**config.mk**
```make
export PLATFORM = sky130hd
export DESIGN_NAME = hazard_ctrl_flat
export DESIGN_NICKNAME = d
export VERILOG_FILES = /design/src/rtl/hazard_pkg.sv /design/src/rtl/hazard_ctrl_if.sv /design/src/rtl/hazard_ctrl_fwd_sel.sv /design/src/rtl/hazard_ctrl.sv /design/src/flat_wrapper.sv
export SDC_FILE = /design/constraint.sdc
export NUM_CORES = 1
export LEC_CHECK = 0
export BUFFER_PORTS_ARGS = -buffer_cell sky130_fd_sc_hd__buf_2
export CORE_AREA = 2 2 49 51
export CTS_CLUSTER_DIAMETER = 150
export DETAILED_ROUTE_END_ITERATION = 6
export DIE_AREA = 0 0 51 53
export PLACE_DENSITY_LB_ADDON = 0.25
export SYNTH_ARGS = -nofsm -noshare
export SYNTH_HDL_FRONTEND = slang
export SYNTH_SLANG_ARGS = --single-unit
export TNS_END_PERCENT = 1
```
**constraint.sdc**
```tcl
create_clock -name clk -period 1.9 [get_ports clk]
set_clock_uncertainty 0.15 [all_clocks]
set_input_delay 0.19 -clock clk [delete_from_list [all_inputs] [get_ports clk]]
set_output_delay 0.19 -clock clk [all_outputs]
set_load 0.02 [all_outputs]
```
**src/rtl/hazard_pkg.sv**
```systemverilog
// Shared encodings for the ID-stage hazard controller: FSM states and EX forwarding selects.
package hazard_pkg;

  typedef enum logic [1:0] {
    IDLE    = 2'd0,
    LU_WAIT = 2'd1,
    MD_BUSY = 2'd2
  } state_e;

  localparam logic [1:0] FWD_RF  = 2'b00;
  localparam logic [1:0] FWD_MEM = 2'b01;
  localparam logic [1:0] FWD_EX  = 2'b10;

endpackage

```
**src/rtl/hazard_ctrl_if.sv**
```systemverilog
// Pipeline <-> hazard controller bundle: register addresses and write flags from the stages,
// stall/flush/forward controls back to the pipeline.
interface hazard_ctrl_if #(
  parameter int REG_AW = 5
);
  logic [REG_AW-1:0] id_rs1, id_rs2, ex_rs1, ex_rs2;
  logic [REG_AW-1:0] idex_rd, exmem_rd, memwb_rd;
  logic              id_rs1_used, id_rs2_used;
  logic              idex_mem_read, idex_muldiv;
  logic              exmem_reg_write, memwb_reg_write;
  logic              ex_branch_taken;
  logic              pc_write, ifid_write, idex_bubble, ex_hold;
  logic              ifid_flush, idex_flush, busy;
  logic [1:0]        fwd_a, fwd_b;

  modport master (
    output id_rs1, id_rs2, ex_rs1, ex_rs2, idex_rd, exmem_rd, memwb_rd,
           id_rs1_used, id_rs2_used, idex_mem_read, idex_muldiv,
           exmem_reg_write, memwb_reg_write, ex_branch_taken,
    input  pc_write, ifid_write, idex_bubble, ex_hold, ifid_flush, idex_flush,
           busy, fwd_a, fwd_b
  );

  modport slave (
    input  id_rs1, id_rs2, ex_rs1, ex_rs2, idex_rd, exmem_rd, memwb_rd,
           id_rs1_used, id_rs2_used, idex_mem_read, idex_muldiv,
           exmem_reg_write, memwb_reg_write, ex_branch_taken,
    output pc_write, ifid_write, idex_bubble, ex_hold, ifid_flush, idex_flush,
           busy, fwd_a, fwd_b
  );
endinterface

```
**src/rtl/hazard_ctrl_fwd_sel.sv**
```systemverilog
// EX-operand forwarding comparator; the younger EX/MEM result wins over MEM/WB, x0 never forwards.
module fwd_sel
  import hazard_pkg::*;
#(
  parameter int REG_AW = 5
) (
  input  logic [REG_AW-1:0] ex_rs,
  input  logic [REG_AW-1:0] exmem_rd,
  input  logic              exmem_reg_write,
  input  logic [REG_AW-1:0] memwb_rd,
  input  logic              memwb_reg_write,
  output logic [1:0]        fwd
);

  always_comb begin
    fwd = FWD_RF;
    if (exmem_reg_write && (exmem_rd != '0) && (exmem_rd == ex_rs)) begin
      fwd = FWD_EX;
    end else if (memwb_reg_write && (memwb_rd != '0) && (memwb_rd == ex_rs)) begin
      fwd = FWD_MEM;
    end
  end

endmodule

```
**src/rtl/hazard_ctrl.sv**
```systemverilog
// ID-stage hazard controller: multi-cycle load-use stalls, MUL/DIV EX hold, branch flush and
// EX forwarding selects. A down-counter keeps the stall alive after the trigger leaves ID/EX.
module hazard_ctrl
  import hazard_pkg::*;
#(
  parameter int REG_AW     = 5,
  parameter int LOAD_STALL = 1,
  parameter int MULDIV_LAT = 4,
  parameter int CNT_W      = 5
) (
  input logic            clk,
  input logic            reset_n,
  hazard_ctrl_if.slave   hif
);

  localparam logic [CNT_W-1:0] LS_INIT = CNT_W'((LOAD_STALL > 1) ? LOAD_STALL - 2 : 0);
  localparam logic [CNT_W-1:0] MD_INIT = CNT_W'((MULDIV_LAT > 2) ? MULDIV_LAT - 2 : 0);

  state_e           state_q, state_d;
  logic [CNT_W-1:0] cnt_q, cnt_d;
  logic             lu_hit;
  logic             pc_write, ifid_write, idex_bubble, ex_hold, ifid_flush, idex_flush;
  logic [1:0]       fwd_a_raw, fwd_b_raw;

  assign lu_hit = hif.idex_mem_read && (hif.idex_rd != '0) &&
                  ((hif.id_rs1_used && (hif.id_rs1 == hif.idex_rd)) ||
                   (hif.id_rs2_used && (hif.id_rs2 == hif.idex_rd)));

  always_ff @(posedge clk or negedge reset_n) begin
    if (!reset_n) begin
      state_q <= IDLE;
      cnt_q   <= '0;
    end else begin
      state_q <= state_d;
      cnt_q   <= cnt_d;
    end
  end

  always_comb begin
    state_d     = state_q;
    cnt_d       = cnt_q;
    pc_write    = 1'b1;
    ifid_write  = 1'b1;
    idex_bubble = 1'b0;
    ex_hold     = 1'b0;
    ifid_flush  = 1'b0;
    idex_flush  = 1'b0;
    case (state_q)
      IDLE: begin
        if (hif.ex_branch_taken) begin
          ifid_flush = 1'b1;
          idex_flush = 1'b1;
        end else if (hif.idex_muldiv) begin
          ex_hold    = 1'b1;
          pc_write   = 1'b0;
          ifid_write = 1'b0;
          if (MULDIV_LAT > 2) begin
            state_d = MD_BUSY;
            cnt_d   = MD_INIT;
          end
        end else if (lu_hit) begin
          pc_write    = 1'b0;
          ifid_write  = 1'b0;
          idex_bubble = 1'b1;
          if (LOAD_STALL > 1) begin
            state_d = LU_WAIT;
            cnt_d   = LS_INIT;
          end
        end
      end
      LU_WAIT: begin
        // A redirect here should be impossible; recover by flushing rather than stalling on.
        if (hif.ex_branch_taken) begin
          ifid_flush = 1'b1;
          idex_flush = 1'b1;
          state_d    = IDLE;
          cnt_d      = '0;
        end else begin
          pc_write    = 1'b0;
          ifid_write  = 1'b0;
          idex_bubble = 1'b1;
          if (cnt_q == '0) state_d = IDLE;
          else             cnt_d   = cnt_q - CNT_W'(1);
        end
      end
      MD_BUSY: begin
        ex_hold    = 1'b1;
        pc_write   = 1'b0;
        ifid_write = 1'b0;
        if (cnt_q == '0) state_d = IDLE;
        else             cnt_d   = cnt_q - CNT_W'(1);
      end
      default: begin
        state_d = IDLE;
        cnt_d   = '0;
      end
    endcase
    // Reset overrides everything so the pipeline sees a frozen front end with NOPs entering EX.
    if (!reset_n) begin
      pc_write    = 1'b0;
      ifid_write  = 1'b0;
      idex_bubble = 1'b1;
      ex_hold     = 1'b0;
      ifid_flush  = 1'b0;
      idex_flush  = 1'b0;
    end
  end

  fwd_sel #(.REG_AW(REG_AW)) u_fwd_a (
    .ex_rs           (hif.ex_rs1),
    .exmem_rd        (hif.exmem_rd),
    .exmem_reg_write (hif.exmem_reg_write),
    .memwb_rd        (hif.memwb_rd),
    .memwb_reg_write (hif.memwb_reg_write),
    .fwd             (fwd_a_raw)
  );

  fwd_sel #(.REG_AW(REG_AW)) u_fwd_b (
    .ex_rs           (hif.ex_rs2),
    .exmem_rd        (hif.exmem_rd),
    .exmem_reg_write (hif.exmem_reg_write),
    .memwb_rd        (hif.memwb_rd),
    .memwb_reg_write (hif.memwb_reg_write),
    .fwd             (fwd_b_raw)
  );

  assign hif.pc_write    = pc_write;
  assign hif.ifid_write  = ifid_write;
  assign hif.idex_bubble = idex_bubble;
  assign hif.ex_hold     = ex_hold;
  assign hif.ifid_flush  = ifid_flush;
  assign hif.idex_flush  = idex_flush;
  assign hif.busy        = reset_n && (state_q != IDLE);
  assign hif.fwd_a       = reset_n ? fwd_a_raw : FWD_RF;
  assign hif.fwd_b       = reset_n ? fwd_b_raw : FWD_RF;

endmodule

```
**src/flat_wrapper.sv**
```systemverilog
// flat-port wrapper written by rule: the top's interface ports become plain ports
module hazard_ctrl_flat import hazard_pkg::*;
#(
  parameter int REG_AW     = 5,
  parameter int LOAD_STALL = 1,
  parameter int MULDIV_LAT = 4,
  parameter int CNT_W      = 5
)
  (clk, reset_n, hif_id_rs1, hif_id_rs2, hif_ex_rs1, hif_ex_rs2, hif_idex_rd, hif_exmem_rd, hif_memwb_rd, hif_id_rs1_used, hif_id_rs2_used, hif_idex_mem_read, hif_idex_muldiv, hif_exmem_reg_write, hif_memwb_reg_write, hif_ex_branch_taken, hif_pc_write, hif_ifid_write, hif_idex_bubble, hif_ex_hold, hif_ifid_flush, hif_idex_flush, hif_busy, hif_fwd_a, hif_fwd_b);
  hazard_ctrl_if #(.REG_AW(REG_AW)) hif_i ();
  input logic clk;
  input logic reset_n;
  input wire logic [$bits(hif_i.id_rs1)-1:0] hif_id_rs1;
  input wire logic [$bits(hif_i.id_rs2)-1:0] hif_id_rs2;
  input wire logic [$bits(hif_i.ex_rs1)-1:0] hif_ex_rs1;
  input wire logic [$bits(hif_i.ex_rs2)-1:0] hif_ex_rs2;
  input wire logic [$bits(hif_i.idex_rd)-1:0] hif_idex_rd;
  input wire logic [$bits(hif_i.exmem_rd)-1:0] hif_exmem_rd;
  input wire logic [$bits(hif_i.memwb_rd)-1:0] hif_memwb_rd;
  input wire logic [$bits(hif_i.id_rs1_used)-1:0] hif_id_rs1_used;
  input wire logic [$bits(hif_i.id_rs2_used)-1:0] hif_id_rs2_used;
  input wire logic [$bits(hif_i.idex_mem_read)-1:0] hif_idex_mem_read;
  input wire logic [$bits(hif_i.idex_muldiv)-1:0] hif_idex_muldiv;
  input wire logic [$bits(hif_i.exmem_reg_write)-1:0] hif_exmem_reg_write;
  input wire logic [$bits(hif_i.memwb_reg_write)-1:0] hif_memwb_reg_write;
  input wire logic [$bits(hif_i.ex_branch_taken)-1:0] hif_ex_branch_taken;
  output wire logic [$bits(hif_i.pc_write)-1:0] hif_pc_write;
  output wire logic [$bits(hif_i.ifid_write)-1:0] hif_ifid_write;
  output wire logic [$bits(hif_i.idex_bubble)-1:0] hif_idex_bubble;
  output wire logic [$bits(hif_i.ex_hold)-1:0] hif_ex_hold;
  output wire logic [$bits(hif_i.ifid_flush)-1:0] hif_ifid_flush;
  output wire logic [$bits(hif_i.idex_flush)-1:0] hif_idex_flush;
  output wire logic [$bits(hif_i.busy)-1:0] hif_busy;
  output wire logic [$bits(hif_i.fwd_a)-1:0] hif_fwd_a;
  output wire logic [$bits(hif_i.fwd_b)-1:0] hif_fwd_b;
  assign hif_i.id_rs1 = hif_id_rs1;
  assign hif_i.id_rs2 = hif_id_rs2;
  assign hif_i.ex_rs1 = hif_ex_rs1;
  assign hif_i.ex_rs2 = hif_ex_rs2;
  assign hif_i.idex_rd = hif_idex_rd;
  assign hif_i.exmem_rd = hif_exmem_rd;
  assign hif_i.memwb_rd = hif_memwb_rd;
  assign hif_i.id_rs1_used = hif_id_rs1_used;
  assign hif_i.id_rs2_used = hif_id_rs2_used;
  assign hif_i.idex_mem_read = hif_idex_mem_read;
  assign hif_i.idex_muldiv = hif_idex_muldiv;
  assign hif_i.exmem_reg_write = hif_exmem_reg_write;
  assign hif_i.memwb_reg_write = hif_memwb_reg_write;
  assign hif_i.ex_branch_taken = hif_ex_branch_taken;
  assign hif_pc_write = hif_i.pc_write;
  assign hif_ifid_write = hif_i.ifid_write;
  assign hif_idex_bubble = hif_i.idex_bubble;
  assign hif_ex_hold = hif_i.ex_hold;
  assign hif_ifid_flush = hif_i.ifid_flush;
  assign hif_idex_flush = hif_i.idex_flush;
  assign hif_busy = hif_i.busy;
  assign hif_fwd_a = hif_i.fwd_a;
  assign hif_fwd_b = hif_i.fwd_b;
  hazard_ctrl #(.REG_AW(REG_AW), .LOAD_STALL(LOAD_STALL), .MULDIV_LAT(MULDIV_LAT), .CNT_W(CNT_W)) u_core (.clk(clk), .reset_n(reset_n), .hif(hif_i));
endmodule
```
**Word level (Yosys, flattened, before mapping)**

Index checks and enable logic that the tools add are counted.

- $add $sub $neg: 1
- Eq/ne operators: 10
- Multiplexer cells: 34
- Reduce and logical (&&, ||, !) cells: 20

Operators by type and width:

| kind | count |
|---|---|
| equality test 5 bit | 6 |
| 2-to-1 mux 5 bit | 4 |
| 2-to-1 mux 1 bit | 17 |
| 2-to-1 mux 2 bit | 8 |
| one-hot mux 5 bit (3 select lines) | 1 |
| nonzero test 5 bit | 3 |
| logical AND 1 bit | 11 |
| one-hot mux 2 bit (3 select lines) | 1 |
| zero test 5 bit | 1 |
| subtractor 5 x 1 -> 5 bit (second input constant) | 1 |
| inequality test 2 bit (second input constant) | 2 |
| one-hot mux 1 bit (2 select lines) | 2 |
| one-hot mux 1 bit (3 select lines) | 1 |
| equality test 2 x 1 -> 1 bit (second input constant) | 1 |
| equality test 2 bit (second input constant) | 1 |
| zero test 2 bit | 1 |
| AND reduction 2 bit | 1 |
| nonzero test 2 bit | 1 |
| OR reduction 2 bit | 1 |
| logical OR 1 bit | 1 |

- Flip-flop bits (word level): 7
- Output and inout port bits: 11
- Word-level logic and storage cells: 67

**Longest topological paths before layout**

- Depth in word-level cells: 9
- Mapped depth: 6
- Mapped depth without buffers: 6

**By module**

From an unflattened synthesis, not the netlist that was laid out.

- Cell total of the unflattened synthesis: 113
- Area total of the unflattened synthesis: 925.9 sq um

Modules (own cells, without submodules):

| module | times used | cells each | area each (sq um) |
|---|---|---|---|
| hazard_ctrl | 1 | 73 | 623.1 |
| fwd_sel | 2 | 20 | 151.4 |

**Worst setup path before layout**

OpenSTA, ideal clock, no wires.

- Kind: input port to output port
- Start: input port hif_idex_rd[0]
- End: output port hif_pc_write
- Arrival: 1.614 ns
- Path slack: -0.054 ns
- Cell stages on the path: 4
- Path buffers: 1
- Cell sequence: or4_1 o21a_1 a41oi_1 buf_4

- Word-level cells in the longest chain between the ends: 9

Ends and longest elaborated chain:

| what | RTL line | text |
|---|---|---|
| start: declaration | flat_wrapper.sv:17 | `input wire logic [$bits(hif_i.idex_rd)-1:0] hif_idex_rd;` |
| equality test 5 bit, on equally long branches | hazard_ctrl.sv:26, hazard_ctrl.sv:27 |  |
| logical AND 1 bit, on equally long branches | hazard_ctrl.sv:26, hazard_ctrl.sv:27 |  |
| logical OR 1 bit | hazard_ctrl.sv:26 | `((hif.id_rs1_used && (hif.id_rs1 == hif.idex_rd)) \|\|` |
| logical AND 1 bit * | hazard_ctrl.sv:25 | `assign lu_hit = hif.idex_mem_read && (hif.idex_rd != '0) &&` |
| 2-to-1 mux 1 bit * (3 in series) | n/a |  |
| one-hot mux 1 bit (3 select lines) * | n/a |  |
| 2-to-1 mux 1 bit * | n/a |  |
| end: declaration | flat_wrapper.sv:27 | `output wire logic [$bits(hif_i.pc_write)-1:0] hif_pc_write;` |

Mark *: on every way between the ends. The rest lies on a longest branch, timed or not.

**Worst setup path in the final report**

- Start: register u_core.state_q[1]
- End: output port hif_idex_bubble

- Word-level cells in the longest chain between the ends: 3

Ends and longest elaborated chain:

| what | RTL line | text |
|---|---|---|
| start: declaration | hazard_ctrl.sv:19 | `state_e state_q, state_d;` |
| start signal: assignment | hazard_ctrl.sv:34 | `state_q <= state_d;` |
| equality test 2 x 1 -> 1 bit / zero test 2 bit (equally long branches) | hazard_ctrl.sv:48 | `case (state_q)` |
| one-hot mux 1 bit (2 select lines) * | hazard_ctrl.sv:48 |  |
| 2-to-1 mux 1 bit * | hazard_ctrl.sv:99 | `if (!reset_n) begin` |
| end: declaration | flat_wrapper.sv:29 | `output wire logic [$bits(hif_i.idex_bubble)-1:0] hif_idex_bubble;` |

Marks and branches as above.

==> summary.md <==
| Metric | Value |
|---|---|
| Total congestion overflow | `0` |
| Slew headroom | `0.6835` |
| Internal reg-to-reg setup slack | `roughly 0.28 ns` |
| Critical Path RT | `between 1.5 and 2 ns` |
| CP Depth | `4` |
| WHS Path Cells | `4` |
| Final Cycle Share | `0.9747` |
| Clock latency on the worst-skew pair | `roughly 0.27 ns` |
| Initial Util | `0.4059` |
| Fin area | `approximately 1300 sq um` |
| Minimum clock period | `1.852 ns` |
| CTS Buf Count | `3` |
| Die height | `53 um` |
| Crit path max-delay cell type | `dfrtp_2` |
| Maximum vdd drop | `roughly 0.00064 V` |
| Clock tree buffer depth | `2` |
| DR vias | `slightly below 1000` |
| Mapped Cells | `~110` |
| Area grow syn2layout | `46.34%` |
| HPWL Detailed | `between 1.5 and 2 mm` |
| Final wirelength | `~2.3 mm` |
| Placed instance area | `1187 sq um` |
| Setup_tns | `0 ns` |
| Pin count of the biggest net entering global routing | `14` |
| Crit path cell chain | `or2_4 -> nor3_1 -> a31o_2 -> buf_2` |
| Cell Area, Synth | `approximately 870 sq um` |
| GPL Wtd Cong | `between 0.8 and 0.9` |
| Status | `completed` |
| Setup violations, final | `0` |
| Post-synth cell types | `36` |
| Pins Over Slew Limit | `0` |
| Area contributors post-synth | `dfrtp_1 20%, xnor2_1 16%, xor2_1 14%, or4_1 4.3%, nor2_1 3.9%` |
| Per-cell routed wire length | `around 12 um` |
| Post-Syn Nets | `between 150 and 200` |
| CTS tree | `built` |
| Critical path's top delay family | `simple AND/OR/NAND/NOR gates` |
| Hold Violations, Final | `0` |
| Crit path buffers/inverters | `1` |
| Post-placement cell count | `189` |
| Fraction of layout cells with a size suffix above 1 | `0.4611` |
| Crit path DAT | `approximately 1.5 ns` |
| RSZ-0062 raised after global routing | `true` |
| Reg2Reg Depth | `6` |
| Nets | `roughly 210` |
| PortBufs | `54` |
| Syn_area_per_cell | `between 8 and 9 sq um` |
| Detailed Route Iter0 Violations | `15` |
| H-Tree Depth | `1` |
| Max-Cap Viols | `0` |
| Sequential area share after synthesis | `0.2009` |
| Synth area leader | `dfrtp_1` |
| Initial antenna violation count | `0` |
| Worst-path fanout max | `7` |
| Post-DR vias/cell | `4.974` |
| Worst setup EP type | `output pin` |
| PwrDens | `a little under 700 nW/um^2` |
| Pre-Repair DR Iteration Count | `4` |
| Least-Margin Pin Slew | `about 0.47 ns` |
| Finished Layout Cells | `195` |
| Total power | `between 0.0008 and 0.0009 W` |
| Clk slew on worst S/H paths | `around 0.060 ns` |
| Setup CP Type | `reg2out` |
| Cell Rows | `17` |
| ANT nets after route | `0` |
| Global-route wire length before repair | `3.864 mm` |
| Root buf cell | `clkbuf_4` |
| Core ar. | `roughly 2100 sq um` |
| IO Pins | `55` |
| Die span in x | `between 50 and 60 um` |
| Synth top area share | `0.2009` |
| Synth warnings | `0` |
| DRC viols | `0` |
| Leak | `0.5912 nW` |
| Worst path max stage delay | `about 0.44 ns` |
| Hold crit path type | `in2reg` |
| Yosys reg bits | `7` |
| Die ar. | `~2700 sq um` |
| Peak Freq | `around 540 MHz` |
| Crit start category | `register` |
| Number of global-route vias before repair | `around 950` |
| Clock Sinks | `7` |
| Gr usage total | `0.1901` |
| Antenna diodes | `0` |
==> sequential cells by signal, summed over array words and instances, names as in the netlist <==
name            cells
u_core.cnt_q        5
u_core.state_q      2
==> area by class of cell <==
cell class	instances	area, sq um
multi-input cells	92	693.2
repair buffers	59	324.1
flip-flops and latches	7	177.7
well taps	28	35.03
clock inverters	1	5.005
inverters	5	18.77
fillers	215	872.1
clock buffers	3	22.52
==> kinds of logic after synthesis <==
| kind of cell | synth area share |
|---|---|
| AOI/OAI and AO/OA | 0.1320 |
| xor gates and xnor gates | 0.3013 |
| adders and majority gates | 0.01434 |
| buffers and inverters | 0.04447 |
| DFF | 0.2009 |
| muxes | 0.02296 |
| and+or+nand+nor | 0.2841 |
==> synthesized netlist by cell type <==
cell and n:
a211oi_1 1, a21oi_1 2, a2bb2oi_1 1, a31o_2 1
a41oi_1 1, and2_1 1, and2_2 2, buf_2 1
buf_4 2, dfrtp_1 7, ha_1 1, inv_1 5
mux2i_1 2, nand2_1 6, nand2b_1 1, nand3_1 3
nand4_1 2, nor2_1 9, nor2b_1 1, nor3_1 4
nor3b_1 1, nor4_1 2, nor4_2 2, nor4b_2 1
o211ai_1 1, o21a_1 1, o21ai_0 4, o21ai_1 1
o21ai_2 1, o21ba_2 1, o22ai_1 2, or2_2 1
or3_1 1, or4_1 5, xnor2_1 16, xor2_1 14
==> power by group <==
part	switching, W	internal (W)
logic	0.000243	0.000243
clock network	0.0000634	0.0000773
registers	0.0000578	0.000205
==> worst register-to-register path, cell delays in order (launching register included) <==
cell	delay [ns]
dfrtp_1	0.37
inv_1	0.05
ha_1	0.20
nor4b_2	0.17
buf_4	0.16
or3_1	0.31
a21oi_1	0.14
==> per-stage QoR <==
step / util / worst slack, ns / hold WS [ns]
6_report: 0.5941 / 0.04810 / 0.1257
5_1_grt: 0.5941 / -0.01369 / 0.1611
4_1_cts: 0.5713 / 0.01349 / 0.1298
3_5_place_dp: 0.5527 / 0.01330 / 0.0002383
3_3_place_gp: 0.5527 / 0.06879 / 0.009738
2_1_floorplan: - / 0.1130 / -0.2556
==> path summary, 6_finish.rpt <==
| kind | from | end |
|---|---|---|
| min in group asynchronous | reset_n | u_core.cnt_q[4]$_DFFE_PN0P_ |
| worst max register to register | u_core.cnt_q[0]$_DFFE_PN0P_ | u_core.cnt_q[0]$_DFFE_PN0P_ |
| worst max-delay path | u_core.state_q[1]$_DFFE_PN0P_ | hif_idex_bubble |
| worst min register to register | u_core.state_q[0]$_DFFE_PN0P_ | u_core.state_q[1]$_DFFE_PN0P_ |
| worst min-delay path | hif_ex_branch_taken | u_core.state_q[0]$_DFFE_PN0P_ |
| max in group asynchronous | reset_n | u_core.state_q[1]$_DFFE_PN0P_ |
==> repair_timing <==
| item | CTS | global route |
|---|---|---|
| resized for setup | 1 | 12 |
| endpoints found under the hold margin | 7 | 0 |
| endpoints found under the setup margin | 1 | 5 |
| hold buffers | 1 | 0 |
| buffers inserted | 0 | 1 |
| pin swaps | 0 | 6 |
==> cell usage in the layout, fill, tap and decap left out, types with 4 or more instances in the layout <==
master / instances
buf_4: 7
xor2_1: 14
inv_1: 5
buf_2: 50
nor2_1: 9
nor3_1: 4
dfrtp_1: 5
xnor2_1: 16
nand2_1: 6
or4_1: 4
==> per-layer routing <==
layer,global-route usage,wire (um)
met2,0.3333,1144
met5,0,0
met3,0.03390,147
met4,0.08108,40
met1,0.2270,980
No activity file was read; power rests on OpenSTA's default activity.
